## src/rtl/logic_slice_sequencer.sv

```systemverilog
// ---------------------------------------------------------------------------
// logic_slice_sequencer
//
// Multi-cycle bitwise logic unit (AND / OR / XOR / NOR). A single SLICE_W-bit
// logic slice is reused over DATA_W/SLICE_W consecutive cycles, one slice of
// the latched operands per cycle, and the result is assembled in place.
//
// Ports:
//   clk     in   system clock, rising edge
//   reset   in   synchronous active-high reset
//   start   in   operation request, sampled only while idle
//   op      in   [1:0] 00 AND, 01 OR, 10 XOR, 11 NOR
//   a, b    in   [DATA_W-1:0] operands, latched when start is accepted
//   busy    out  high while an operation is running or completing
//   done    out  one-cycle pulse, result and zero valid
//   result  out  [DATA_W-1:0] assembled result, held until next start
//   zero    out  result == 0, updated together with done
// ---------------------------------------------------------------------------
module logic_slice_sequencer #(
    parameter int DATA_W  = 32,
    parameter int SLICE_W = 4
) (
    input  logic              clk,
    input  logic              reset,
    input  logic              start,
    input  logic [1:0]        op,
    input  logic [DATA_W-1:0] a,
    input  logic [DATA_W-1:0] b,
    output logic              busy,
    output logic              done,
    output logic [DATA_W-1:0] result,
    output logic              zero
);

    localparam int NSLICE = DATA_W / SLICE_W;
    localparam int IDX_W  = (NSLICE > 1) ? $clog2(NSLICE) : 1;
    localparam logic [IDX_W-1:0] LAST_IDX = IDX_W'(NSLICE - 1);

    typedef enum logic [1:0] {
        S_IDLE = 2'd0,
        S_RUN  = 2'd1,
        S_DONE = 2'd2
    } state_t;

    state_t              r_state;
    state_t              w_state_next;
    logic [IDX_W-1:0]    r_idx;
    logic [DATA_W-1:0]   r_a;
    logic [DATA_W-1:0]   r_b;
    logic [1:0]          r_op;
    logic [DATA_W-1:0]   r_result;
    logic                r_zero;

    logic                w_accept;
    logic                w_last;
    logic [SLICE_W-1:0]  w_a_slice;
    logic [SLICE_W-1:0]  w_b_slice;
    logic [SLICE_W-1:0]  w_slice_out;
    logic [DATA_W-1:0]   w_result_next;
    logic [SLICE_W-1:0]  w_a_arr [NSLICE];
    logic [SLICE_W-1:0]  w_b_arr [NSLICE];

    // Operand slices as arrays so the current slice is a simple index mux,
    // and the result image with only the current slice replaced.
    generate
        for (genvar gi = 0; gi < NSLICE; gi++) begin : g_slice
            assign w_a_arr[gi] = r_a[gi*SLICE_W +: SLICE_W];
            assign w_b_arr[gi] = r_b[gi*SLICE_W +: SLICE_W];
            assign w_result_next[gi*SLICE_W +: SLICE_W] =
                (r_idx == IDX_W'(gi)) ? w_slice_out
                                      : r_result[gi*SLICE_W +: SLICE_W];
        end
    endgenerate

    assign w_a_slice = w_a_arr[r_idx];
    assign w_b_slice = w_b_arr[r_idx];
    assign w_last    = (r_idx == LAST_IDX);

    // The shared logic slice
    always_comb begin
        w_slice_out = '0;
        case (r_op)
            2'b00:   w_slice_out = w_a_slice & w_b_slice;
            2'b01:   w_slice_out = w_a_slice | w_b_slice;
            2'b10:   w_slice_out = w_a_slice ^ w_b_slice;
            default: w_slice_out = ~(w_a_slice | w_b_slice);
        endcase
    end

    // Next-state and handshake outputs
    always_comb begin
        w_state_next = r_state;
        busy         = 1'b0;
        done         = 1'b0;
        w_accept     = 1'b0;
        case (r_state)
            S_IDLE: begin
                if (start) begin
                    w_accept     = 1'b1;
                    w_state_next = S_RUN;
                end
            end
            S_RUN: begin
                busy = 1'b1;
                if (w_last) begin
                    w_state_next = S_DONE;
                end
            end
            S_DONE: begin
                busy         = 1'b1;
                done         = 1'b1;
                w_state_next = S_IDLE;
            end
            default: begin
                w_state_next = S_IDLE;
            end
        endcase
    end

    always_ff @(posedge clk) begin
        if (reset) begin
            r_state  <= S_IDLE;
            r_idx    <= '0;
            r_a      <= '0;
            r_b      <= '0;
            r_op     <= '0;
            r_result <= '0;
            r_zero   <= 1'b0;
        end else begin
            r_state <= w_state_next;
            if (w_accept) begin
                r_a      <= a;
                r_b      <= b;
                r_op     <= op;
                r_result <= '0;
                r_idx    <= '0;
            end else if (r_state == S_RUN) begin
                r_result <= w_result_next;
                r_idx    <= w_last ? '0 : r_idx + IDX_W'(1);
                // The flag is computed from the fully assembled image on the
                // last slice so it is already valid while done is high.
                if (w_last) begin
                    r_zero <= (w_result_next == '0);
                end
            end
        end
    end

    assign result = r_result;
    assign zero   = r_zero;

endmodule

```

## config.mk

```make
export PLATFORM = sky130hd
export DESIGN_NAME = logic_slice_sequencer
export DESIGN_NICKNAME = d
export VERILOG_FILES = /design/src/rtl/logic_slice_sequencer.sv
export SDC_FILE = /design/constraint.sdc
export NUM_CORES = 1
export LEC_CHECK = 0
export CAP_MARGIN = 20
export CORE_MARGIN = 1.5
export CORE_UTILIZATION = 50
export DETAILED_ROUTE_END_ITERATION = 12
export PLACE_DENSITY = 0.84
export SETUP_SLACK_MARGIN = 0.05
export SYNTH_ARGS = -nofsm -noshare
export SYNTH_HDL_FRONTEND = slang
export SYNTH_SLANG_ARGS = --single-unit
```

## constraint.sdc

```tcl
create_clock -name clk -period 3.65 [get_ports clk]
set_input_delay 1.095 -clock clk [delete_from_list [all_inputs] [get_ports clk]]
set_output_delay 1.095 -clock clk [all_outputs]
set_load 0.05 [all_outputs]
```

==> impl_metrics.ini <==
[status]
status = finished, final reports clean

[timing]
hold_violations = 0
worst_pin_slew_ns = 0.686
max_freq_mhz = 321
slew_headroom = 0.543
post-route-min-period_ns = 3.12
fin_skew_ns = 0.0184
fin_crit_sh = 0.854
setup_tns_ns = 0
final-setup-viol-count = 0
drv_slew = 0
rsz0062_at_grt = false

[clock_tree]
cts-buffers-inserted = 9
clock_path_buffers = 2
cts_hold_buf = 0
postCtsSetupBuffers = 0
cts_max_level = 3
cts_root_buf = clkbuf_8
cts.clk_slew.worst_paths_ns = 0.11
clkSinkCount = 104
clock_latency_ns = 0.38
cts_resized = 0
cts_tree = done

[synth]
ys_seq_elements = 104
synth_top_area_frac = 0.419
synth.area.top_cells = dfxtp_1 42%, nand2_1 12%, a21oi_1 8.2%
yosysSeqAreaShare = 0.419
synth_top_cell_by_area = dfxtp_1
synth.most_common_cell = nand2_1
synth_flop_cell = dfxtp_1
ys_warn_count = 0
netlist_area_um2 = 4970
synth.avg_cell_area_um2 = 8.29
synthCells = 599
ys_top_cells_by_count = 159 x nand2_1, 104 x dfxtp_1, 81 x a21oi_1
yosysUniqueCellTypes = 45
synth_fp_nets = 687
async_reset_ff_frac = 0
synth_edf_count = 0

[die]
core-area_um2 = 9680
io_pins = 104
die_area_um2 = 10500
start_util = 0.513
rows = 36
die_w_um = 103
die_h_um = 103

[layout]
post-route-util = 0.643
finalNetCount = 759
area_growth_pct = 25.3
diodes = 0
drive_gt1_frac = 0.0769

[grt]
grt_antenna_before_repair = 0
grt_overflow_total = 0
grt_pass1_vias = 4251
grt_usage = 0.236
grt_pass1_wl_um = 19600
grt_max_degree = 70

[setup_path]
r2r-start = r_idx[0]$_SDFFE_PP0N_
endpoint_kind = register
cp_slowest_stage_delay_ns = 0.55
worstPathBufferInverterCount = 2
path_common_cell = buf_4
crit_path_cell_trace = buf_4 -> mux4_2 -> nand2_1 -> and2_1 -> ha_1 -> mux2_2 -> a21oi_1 -> buf_4 -> a41oi_1 -> or3_1 -> o31ai_2
worstSetupPathType = register to register
required_ns = 3.95
startpoint = r_idx[0]$_SDFFE_PP0N_
path_max_fanout = 17
cp-start-kind = register
crit_slowest_cell = mux4_2
arrival_ns = 3.42
path_delay_family = multiplexers

[placed_design]
hpwl_um = 8620
place.gp.congestion = 0.883
portBuffers = 103

[power_and_ir_drop]
fin_total_pwr_mw = 3.40
peakVddDrop_v = 0.000285
pwr_density_cell_nw_per_um2 = 546
leakage_nw = 2.29

[detailed_routing]
dr.pass1.iters = 4
vias = 4457
route.detailed.drc = 0
drt_iter0_drc = 224
wl_per_cell_um = 14.5
routed_via_density = 5.51
ant_nets = 0
wirelength_um = 11800

[hold_path]
hold_class = register to register
min_from = r_a[8]$_SDFFE_PP0P_

[flow_run]
drv_cap = 0
[cells in the final DEF, fill, tap and decap left out, types with 3 or more instances in the layout]
master           instances
buf_4                    8
a41oi_1                  3
a211oi_1                19
ha_1                    19
inv_1                   15
nor2_1                  45
o21ai_0                  3
nor3_1                   7
nand2_1                158
mux4_2                  16
clkbuf_8                 9
a21oi_1                 81
clkdlybuf4s50_1        102
dfxtp_1                104
nor4_1                   3
mux2i_1                 16
mux2_2                   3
a21o_1                   3
and2_1                  13
nor2b_1                  5
[worst paths after layout]
kind	end	slack [ns]	cells after the start
worst max-delay path	zero$_SDFFE_PP0P_	0.53	11
worst min register to register	r_a[8]$_SDFFE_PP0P_	0.46	2
worst min-delay path	r_a[8]$_SDFFE_PP0P_	0.46	2
worst max register to register	zero$_SDFFE_PP0P_	0.53	11
[registers in the layout, summed over array words and instances (netlist names)]
register and cells:
r_b 32, r_a 32, zero 1, result 32, r_op 2, r_state 2, r_idx 3
[cell families (layout without fill, tap and decap cells)]
group	count (synthesis)	after routing	share of synthesized area
compound gates	129	129	0.159
fa+ha+maj	19	19	0.0479
mux	35	35	0.112
flops	104	104	0.419
simple gates	246	246	0.206
buf+inv	66	143	0.0562
[cell type report]
| cell class | instances | area [um2] |
|---|---|---|
| tap | 133 | 166 |
| inverter | 15 | 56.3 |
| fill | 765 | 3460 |
| sequential | 104 | 2080 |
| clock buffer | 9 | 124 |
| multi-input combinational | 429 | 2610 |
| timing repair buffer | 112 | 1110 |
| clock inverter | 7 | 81.3 |
[tightest hold or removal path: stages (launching register included)]
cell	delay, ns
dfxtp_1	0.32
nand2_1	0.05
a21oi_1	0.05
[layer usage]
| metal | part of all wire | wire, um | vias to the layer above | GRT usage |
|---|---|---|---|---|
| met5 | 0 | 0 | - | 0 |
| met3 | 0.055 | 645 | 19 | 0.0366 |
| met1 | 0.43 | 5100 | 2108 | 0.309 |
| met4 | 0.017 | 199 | 0 | 0.0959 |
| li1 | - | - | 2175 | - |
| met2 | 0.49 | 5820 | 155 | 0.392 |
[report_power, final]
group / total, mW / switching (mW) / internal, mW
sequential: 1.39 / 0.110 / 1.28
clock: 0.719 / 0.445 / 0.274
combinational: 1.28 / 0.765 / 0.519
total: 3.40 / 1.32 / 2.08
[per-stage QoR]
stage	std cells	area, um2	worst slack [ns]	hold WS [ns]
floorplan	599	4970	0.562	0.433
global placement	793	6020	0.578	0.441
detailed placement	793	6020	0.489	0.447
CTS	809	6220	0.519	0.464
global route	809	6220	0.298	0.481
finish	809	6220	0.534	0.461
(Power assumes the default switching activity.)
